### config.mk
export PLATFORM = sky130hd
export DESIGN_NAME = irq_ctrl
export DESIGN_NICKNAME = d
export VERILOG_FILES = /design/src/rtl/irq_ctrl.sv
export SDC_FILE = /design/constraint.sdc
export NUM_CORES = 1
export LEC_CHECK = 0
export ABC_AREA = 0
export BUFFER_PORTS_ARGS = -buffer_cell sky130_fd_sc_hd__buf_2
export CAP_MARGIN = 15
export CORE_MARGIN = 2
export CORE_UTILIZATION = 40
export CTS_BUF_LIST = sky130_fd_sc_hd__clkbuf_2 sky130_fd_sc_hd__clkbuf_4 sky130_fd_sc_hd__clkbuf_8
export DETAILED_ROUTE_END_ITERATION = 12
export PLACE_DENSITY = 0.74
export RECOVER_POWER = 25
export SETUP_SLACK_MARGIN = 0.05
export SLEW_MARGIN = 25
export SYNTH_ARGS = -nofsm -noshare
export SYNTH_HDL_FRONTEND = slang
export SYNTH_SLANG_ARGS = --single-unit
### constraint.sdc
create_clock -name i_clk -period 3.9 [get_ports i_clk]
set_input_delay 0.195 -clock i_clk [delete_from_list [all_inputs] [get_ports i_clk]]
set_output_delay 0.195 -clock i_clk [all_outputs]
set_load 0.03 [all_outputs]
### src/rtl/irq_ctrl.sv
// Edge-triggered, priority-nesting interrupt controller with a 3-deep active stack.
// Sources are edge-latched into PEND. The lowest-index unmasked pending source preempts only a lower-priority handler.
module irq_ctrl #(
    parameter int          N_SRC     = 8,
    parameter logic [15:0] VEC_BASE  = 16'h0020,
    parameter int          VEC_SHIFT = 2
) (
    input  logic             i_clk,
    input  logic             i_rst_n,
    input  logic [N_SRC-1:0] i_irq,
    input  logic             i_int_en,
    input  logic             i_iret_detected,
    input  logic             i_cfg_we,
    input  logic [1:0]       i_cfg_addr,
    input  logic [15:0]      i_cfg_wdata,
    output logic [15:0]      o_cfg_rdata,
    output logic             o_irq_take,
    output logic [15:0]      o_irq_vector,
    output logic [1:0]       o_irq_depth,
    output logic [2:0]       o_active_src
);

    // state | meaning
    // IDLE  | waiting for an eligible candidate
    // TAKE  | o_irq_take high, vector valid, stack already pushed
    // HOLD  | one-cycle gap before the next take may be considered
    typedef enum logic [1:0] {IDLE, TAKE, HOLD} state_t;

    state_t             state_q, state_d;
    logic               rst_meta, rst_sync_n;
    logic [N_SRC-1:0]   irq_prev, pend, mask, rise, cand_vec, w1c, take_clr;
    logic               ctrl_en, cand_valid, can_take, enter_take;
    logic [2:0]         cand;
    logic [2:0]         stack [3];
    logic [1:0]         depth;
    logic [15:0]        vec_d;

    // Reset asserts immediately and releases two clocks later.
    always_ff @(posedge i_clk or negedge i_rst_n) begin
        if (!i_rst_n) {rst_sync_n, rst_meta} <= 2'b00;
        else          {rst_sync_n, rst_meta} <= {rst_meta, 1'b1};
    end

    assign rise       = i_irq & ~irq_prev;
    assign cand_vec   = pend & mask;
    assign cand_valid = |cand_vec;

    always_comb begin
        cand = 3'd0;
        for (int i = N_SRC - 1; i >= 0; i--)
            if (cand_vec[i]) cand = 3'(i);
    end

    always_comb begin
        case (depth)
            2'd1:    o_active_src = stack[0];
            2'd2:    o_active_src = stack[1];
            2'd3:    o_active_src = stack[2];
            default: o_active_src = 3'd0;
        endcase
    end

    assign can_take = cand_valid && ctrl_en && i_int_en && !i_iret_detected &&
                      (depth != 2'd3) && ((depth == 2'd0) || (cand < o_active_src));
    assign enter_take = (state_q == IDLE) && can_take;
    assign vec_d      = VEC_BASE + (16'(cand) << VEC_SHIFT);
    assign w1c        = (i_cfg_we && i_cfg_addr == 2'd2) ? i_cfg_wdata[N_SRC-1:0] : '0;
    assign take_clr   = enter_take ? (N_SRC'(1) << cand) : '0;

    always_ff @(posedge i_clk or negedge rst_sync_n) begin
        if (!rst_sync_n) state_q <= IDLE;
        else             state_q <= state_d;
    end

    always_comb begin
        state_d = state_q;
        case (state_q)
            IDLE:    if (can_take) state_d = TAKE;
            TAKE:    state_d = HOLD;
            HOLD:    state_d = IDLE;
            default: state_d = IDLE;
        endcase
    end

    assign o_irq_take  = (state_q == TAKE);
    assign o_irq_depth = depth;

    // A new edge outranks any clear landing on the same bit.
    always_ff @(posedge i_clk or negedge rst_sync_n) begin
        if (!rst_sync_n) begin
            irq_prev     <= '0;
            pend         <= '0;
            mask         <= '0;
            ctrl_en      <= 1'b0;
            o_irq_vector <= VEC_BASE;
        end else begin
            irq_prev <= i_irq;
            pend     <= (pend & ~w1c & ~take_clr) | rise;
            if (i_cfg_we && i_cfg_addr == 2'd0) ctrl_en <= i_cfg_wdata[0];
            if (i_cfg_we && i_cfg_addr == 2'd1) mask    <= i_cfg_wdata[N_SRC-1:0];
            if (enter_take) o_irq_vector <= vec_d;
        end
    end

    // Push and pop never coincide: a take is blocked while IRET is asserted.
    always_ff @(posedge i_clk or negedge rst_sync_n) begin
        if (!rst_sync_n) begin
            depth <= 2'd0;
            for (int i = 0; i < 3; i++) stack[i] <= 3'd0;
        end else if (enter_take) begin
            depth <= depth + 2'd1;
            for (int i = 0; i < 3; i++)
                if (depth == 2'(i)) stack[i] <= cand;
        end else if (i_iret_detected && depth != 2'd0) begin
            depth <= depth - 2'd1;
            for (int i = 0; i < 3; i++)
                if (depth == 2'(i + 1)) stack[i] <= 3'd0;
        end
    end

    always_comb begin
        o_cfg_rdata = 16'h0000;
        case (i_cfg_addr)
            2'd0: o_cfg_rdata[0]         = ctrl_en;
            2'd1: o_cfg_rdata[N_SRC-1:0] = mask;
            2'd2: o_cfg_rdata[N_SRC-1:0] = pend;
            2'd3: o_cfg_rdata[4:0]       = {depth, o_active_src};
            default: o_cfg_rdata = 16'h0000;
        endcase
    end

endmodule

==> results.ini, run 1 <==
[power_and_ir_drop]
seqPwrFrac_pct=35.6
ir_drop_mv=0.317
combPwrFrac_pct=44.3
p_leak_nw=1.27
switching_share_pct=43.9
intPower_w=0.000969
p_sw_w=0.000757
clkPwrFrac_pct=20.2
powerDensity_mw_per_mm2=619

[sta]
hold_viol=0
min_period_ns=3.24
maxSlewHeadroom_pct=-37.7
tightest_slew_ns=2.07
max_freq_ghz=0.309
maxSlewViolCount=40
fin_skew_ns=0.00799
rsz0062_at_grt=no
fin_crit_sh_pct=83.1
finalSetupTns_ns=0
finalSetupViolations=0

[critical_path]
start_kind=register
arrival_ns=3.43
crit_type=reg -> reg
reg2reg_from=o_irq_depth[0]
crit_path_end=o_irq_vector[2]
path_max_fanout=7
cp.required_ns=4.09
r2r-end=o_irq_vector[2]
r2r_slack_ns=0.66
r2r_cells=11
startpoint=o_irq_depth[0]
cp-end-kind=register

[routing]
drc=0
drt_first_pass_iters=5
drt_wl_total_mm=5.75
postRouteAntennaNets=0
drt_iter0_drc=186
via_per_inst=5.70
vias=2132
wl_per_cell_um=15.4

[place]
gp_congestion=0.902
dp.cells=365
placement.io_buffers=39
dp_hpwl_mm=4.33
placed_area_mm2=0.00268

[layout]
layout_common_cells=dfrtp_1 (43), buf_2 (31), nand2_1 (28)
antenna_cells=0
fin_cells=374
drive_gt1_share_pct=18.1
syn2layout_area_growth_pct=12.1
regArea_mm2=0.00108
design_area_mm2=0.00279
multiInputGateArea_mm2=0.00124
final_common_cell=dfrtp_1
final_nets=339
fillers=560

[synthesis]
netlist_area_mm2=0.00249
ys_types=52
syn_inst=257
ys_seq_area_share_pct=43.2
async_flop_share_pct=100
ys_ff_latch=43
synth_flop_cell=dfrtp_1
yosys_warnings=0
synth-edff-count=0
avgSynthCellArea_um2=9.69

[clock_network]
cts_resized=0
clk_pin_slew_worst_paths_ns=0.09
clkLatencyLatePin_ns=0.30
root_buffer=clkbuf_8
ctsHtreeMaxLevel=2
clkSinkCount=43
cts_tree=yes
clk_path_buf_depth=2
numCtsBuffers=5

[die]
die_height_um=82.9
ioPinCount=69
core_area_mm2=0.00596
num_rows=28
die_width_um=82.9
die_area_mm2=0.00687
start_util_pct=41.8

[global_route]
antenna_found_initial=0
overflow=0
grt_pass1_wl_mm=9.87
grt_util_all_layers_pct=17.4
grt_pass1_vias=1958
grt_max_degree=40

[status]
status=complete, but fails checks
violations=capacitance limit, slew limit

[job]
maxCapViolCount=1

[min_path]
hold_class=in -> reg

## area by class of cell
class	count	share of cell area, %
Timing Repair Buffer	41	7.13
Tap cell	75	3.36
Clock buffer	5	2.47
Sequential cell	43	38.6
Clock inverter	3	1.57
Multi-Input combinational cell	189	44.4
Inverter	18	2.47
## timing repair
item,4_1_cts,5_1_grt
buffers inserted,0,0
hold buffers,1,0
hold endpoints to repair,2,0
endpoints found under the setup margin,0,0
## sequential cells by signal, indices dropped and copies added (netlist names)
signal,flops
ctrl_en,1
stack,9
irq_prev,8
mask,8
o_irq_vector,3
rst_sync_n,1
state_q,2
rst_meta,1
pend,8
o_irq_depth,2
## per-layer routing
metal / routed length [µm] / GRT usage, %
met5: 0 / 0
met4: 125 / 5.81
met3: 495 / 3.98
met2: 2450 / 25.4
met1: 2680 / 25.4
## how the worst min path moves through the flow
stage / startpoint / end / slack (ns) / cells past startpoint
5_1_grt: i_irq[4] / irq_prev[4] / 0.006 / 1
4_1_cts: i_irq[6] / irq_prev[6] / 0.009 / 1
3_3_place_gp: i_rst_n / rst_meta / -0.02 / 1
2_1_floorplan: i_rst_n / rst_meta / -0.10 / 0
3_5_place_dp: i_rst_n / rst_meta / -0.02 / 1
6_report: i_irq[0] / irq_prev[0] / 0.01 / 1
## power groups by stage
stage | combinational, W | sequential, W | clock (W)
after floorplan | 0.000537 | 0.000652 | 0
after global placement | 0.000741 | 0.000617 | 0
after detailed placement | 0.000750 | 0.000621 | 0
after CTS | 0.000756 | 0.000613 | 0.000354
after global routing | 0.000835 | 0.000628 | 0.000380
final | 0.000764 | 0.000614 | 0.000349
## critical path, cell delays in order, from the launching register on
cell and delay [ns]:
dfrtp_1 0.49, inv_1 0.10, ha_1 0.29, a222oi_1 0.32
nor2_1 0.13, inv_1 0.08, ha_1 0.24, a2111o_1 0.52
a211oi_4 0.37, o21ai_2 0.15, clkinv_2 0.12, mux2_4 0.30
## per-stage QoR
| stage | util, % | hold WS, ns | total power (W) | setup WS (ns) |
|---|---|---|---|---|
| CTS | 47.1 | 0.00937 | 0.00172 | 0.668 |
| global placement | 45.0 | -0.0205 | 0.00136 | 0.722 |
| floorplan | - | -0.101 | 0.00119 | 0.497 |
| global route | 46.8 | 0.00623 | 0.00184 | 0.430 |
| finish | 46.8 | 0.0111 | 0.00173 | 0.660 |
| detailed placement | 45.0 | -0.0188 | 0.00137 | 0.682 |
## synthesized netlist by cell type (2+ instances only)
master     n  share of area, %
dfrtp_1   43                43
nand2_1   28               4.2
buf_4     21               6.3
inv_1     17               2.6
a21oi_1   14               2.8
nor2_1    13               2.0
ha_1      10               5.0
mux2_2     9               4.1
nor2b_1    9               2.3
a22oi_1    8               2.4
o21ai_0    8               1.6
a222oi_1   7               2.8
o22ai_1    6               1.5
clkbuf_1   5              0.75
nand3_1    5               1.0
a211oi_1   4               1.2
o211ai_1   4               1.2
a22o_1     3               1.1
a31o_1     2              0.70
a31oi_1    2              0.50
a32o_1     2              0.80
conb_1     2              0.30
nand2b_1   2              0.50
nand4_1    2              0.50
nor4_1     2              0.50
nor4b_1    2              0.70
o31ai_1    2              0.60
## cell families (layout without fill, tap and decap cells)
family	Yosys count	in the layout	synth area share [%]
AOI/OAI and AO/OA	76	76	22.7
and+or+nand+nor	70	70	13.7
buffers and inverters	45	67	10.0
DFF	43	43	43.2
muxes	11	11	5.08
adders and majority gates	10	10	5.03
other	2	22	0.302
Note: power is estimated with default switching activity, not from simulation.
==> run 2, diff against run 1 <==
==> constraint.sdc (replaced) <==
create_clock -name i_clk -period 3.2 [get_ports i_clk]
set_input_delay 0.16 -clock i_clk [delete_from_list [all_inputs] [get_ports i_clk]]
set_output_delay 0.16 -clock i_clk [all_outputs]
set_load 0.03 [all_outputs]
==> results.ini, run 2 (synthesized netlist as in run 1, its figures left out) <==
[clock_network]
clkSinkCount=43  ; unchanged
ctsHtreeMaxLevel=2  ; unchanged
cts_tree=yes
clk_pin_slew_worst_paths_ns=0.08  ; about the same
clk_path_buf_depth=2  ; unchanged
root_buffer=clkbuf_8
numCtsBuffers=5  ; unchanged
clkLatencyLatePin_ns=0.30  ; about the same

[layout]
syn2layout_area_growth_pct=17.8
largest_reg_flops=9  ; unchanged
final_common_cell=dfrtp_1
antenna_cells=0  ; unchanged
drive_gt1_share_pct=22.0  ; +3.9 points
final_nets=354  ; +4.4%
largest_register=stack
layout_common_cells=dfrtp_1 (41), buf_2 (32), nand2_1 (28)

[sta]
maxSlewHeadroom_pct=49.2  ; +87 points
hold_viol=0  ; unchanged
finalSetupViolations=0  ; unchanged
fin_crit_sh_pct=95.1  ; +12 points
fin_skew_ns=0.00483  ; -0.00316 ns
rsz0062_at_grt=yes
min_period_ns=3.04  ; -0.198 ns
max_freq_ghz=0.329  ; +6.5%
hold_ws_ns=0.103  ; +0.0922 ns
tightest_slew_ns=0.762  ; -1.30 ns
maxSlewViolCount=0  ; -100%
finalSetupTns_ns=0  ; unchanged

[power_and_ir_drop]
clkPwrFrac_pct=16.5  ; -3.7 points
combPwrFrac_pct=48.0  ; +3.7 points
p_sw_w=0.000949  ; +25%
ir_drop_mv=0.416  ; +31%
p_leak_nw=1.33  ; +4.9%
powerDensity_mw_per_mm2=723  ; +17%
intPower_w=0.00117  ; +21%
seqPwrFrac_pct=35.5  ; about the same
switching_share_pct=44.7  ; +0.87 points

[die]
start_util_pct=41.8  ; unchanged
die_width_um=82.9  ; unchanged
core_area_mm2=0.00596  ; unchanged
die_area_mm2=0.00687  ; unchanged
ioPinCount=69  ; unchanged
num_rows=28  ; unchanged
die_height_um=82.9  ; unchanged

[routing]
via_per_inst=5.63  ; -1.3%
vias=2189  ; +2.7%
drc=0  ; unchanged
drt_wl_total_mm=6.19  ; +7.7%
wl_per_cell_um=15.9  ; +3.5%
drt_iter0_drc=206  ; +11%
postRouteAntennaNets=0  ; unchanged
drt_first_pass_iters=7  ; +2

[critical_path]
crit_path_cell_trace=ha_1, buf_4, a222oi_1, nor2_2, inv_1, ha_1, nor3_2, or3_1, o21ai_2, clkinv_2, buf_4, o21ai_0
r2r-end=o_irq_vector[4]
r2r_cells=12  ; +1
reg2reg_from=o_irq_depth[0]
cp.required_ns=3.41  ; -0.68 ns
crit_path_end=o_irq_vector[4]
slowest_stage=or3_1
cpPeakStageDelay_ns=0.48  ; -0.04 ns
path_max_fanout=7  ; unchanged
r2r_slack_ns=0.16  ; -0.50 ns
startpoint=o_irq_depth[0]
crit_type=reg -> reg
arrival_ns=3.25  ; -0.18 ns
start_kind=register
cp-end-kind=register

[global_route]
grt_pass1_wl_mm=9.96  ; +0.91%
grt_max_degree=23  ; -43%
antenna_found_initial=0  ; unchanged
overflow=0  ; unchanged
grt_util_all_layers_pct=17.7  ; +0.37 points
grt_pass1_vias=2049  ; +4.6%

[place]
dp_hpwl_mm=4.51  ; +4.2%
placement.io_buffers=39  ; unchanged
gp_congestion=0.857  ; -5.0%

[min_path]
worstHoldPathCells=2  ; +1
min_from=i_cfg_wdata[5]
hold_class=in -> reg

[job]
maxCapViolCount=0  ; -1

[status]
status=completed

## run 2: cell types whose count changed in the layout (fill, tap and decap cells not counted), moves of 2 or more
cell           delta
buf_4             +8
nor2_1            -2
clkbuf_1          -2
dfrtp_1           -2
dlygate4sd3_1     +8
dfrtp_2           +2
## run 2: worst min path at each step
stage,slack (ns),end
floorplan,-0.14,rst_meta
global placement,-0.05,rst_meta
detailed placement,-0.05,rst_sync_n
CTS,0.10,mask[5]
global route,0.11,mask[4]
finish,0.10,mask[5]
## run 2: metal layers
metal | vias up | part of all wire [%] | GRT usage, %
met2 | 109 | 45 | 27.1
met4 | 0 | 2.6 | 7.45
met3 | 15 | 7.8 | 4.77
li1 | 1011 | - | -
met5 | - | 0 | 0
met1 | 1054 | 44 | 23.8
## run 2: power groups by stage
stage | sequential, W | combinational (W) | clock [W]
2_1_floorplan | 0.000797 | 0.000660 | 0
3_3_place_gp | 0.000758 | 0.000918 | 0
3_5_place_dp | 0.000762 | 0.000937 | 0
4_1_cts | 0.000752 | 0.000955 | 0.000355
5_1_grt | 0.000768 | 0.00110 | 0.000379
6_report | 0.000752 | 0.00102 | 0.000350
## run 2: area by class of cell
type | count | area, µm²
Inverter | 18 | 68.8
Timing Repair Buffer | 56 | 337
Clock buffer | 6 | 76.3
Clock inverter | 2 | 12.5
Multi-Input combinational cell | 189 | 1270
Sequential cell | 43 | 1080
Fill cell | 561 | 3020
Tap cell | 75 | 93.8
## run 2: through the flow
step	util (%)	setup WS, ns	instance area (µm²)	power [W]	std cells
after floorplan	-	0.0507	2580	0.00146	277
after global placement	45.7	0.197	2720	0.00168	369
after detailed placement	45.7	0.180	2720	0.00170	369
after CTS	48.7	0.150	2900	0.00206	386
after global routing	49.2	0.0136	2930	0.00225	389
final	49.2	0.158	2930	0.00212	389
## run 2: timing repair
action / CTS / global route
setup buffers: 0 / 3
endpoints found under the hold margin: 10 / 0
resized for setup: 0 / 3
setup endpoints to repair: 0 / 11
hold buffers: 9 / 0
## run 2: worst max-delay path: cells and delay by family, from the launching register on
| family | cells | cell delay (ns) |
|---|---|---|
| compound gates | 3 | 0.88 |
| simple gates | 3 | 0.67 |
| buf+inv | 4 | 0.54 |
| flops | 1 | 0.45 |
| fa+ha+maj | 2 | 0.41 |
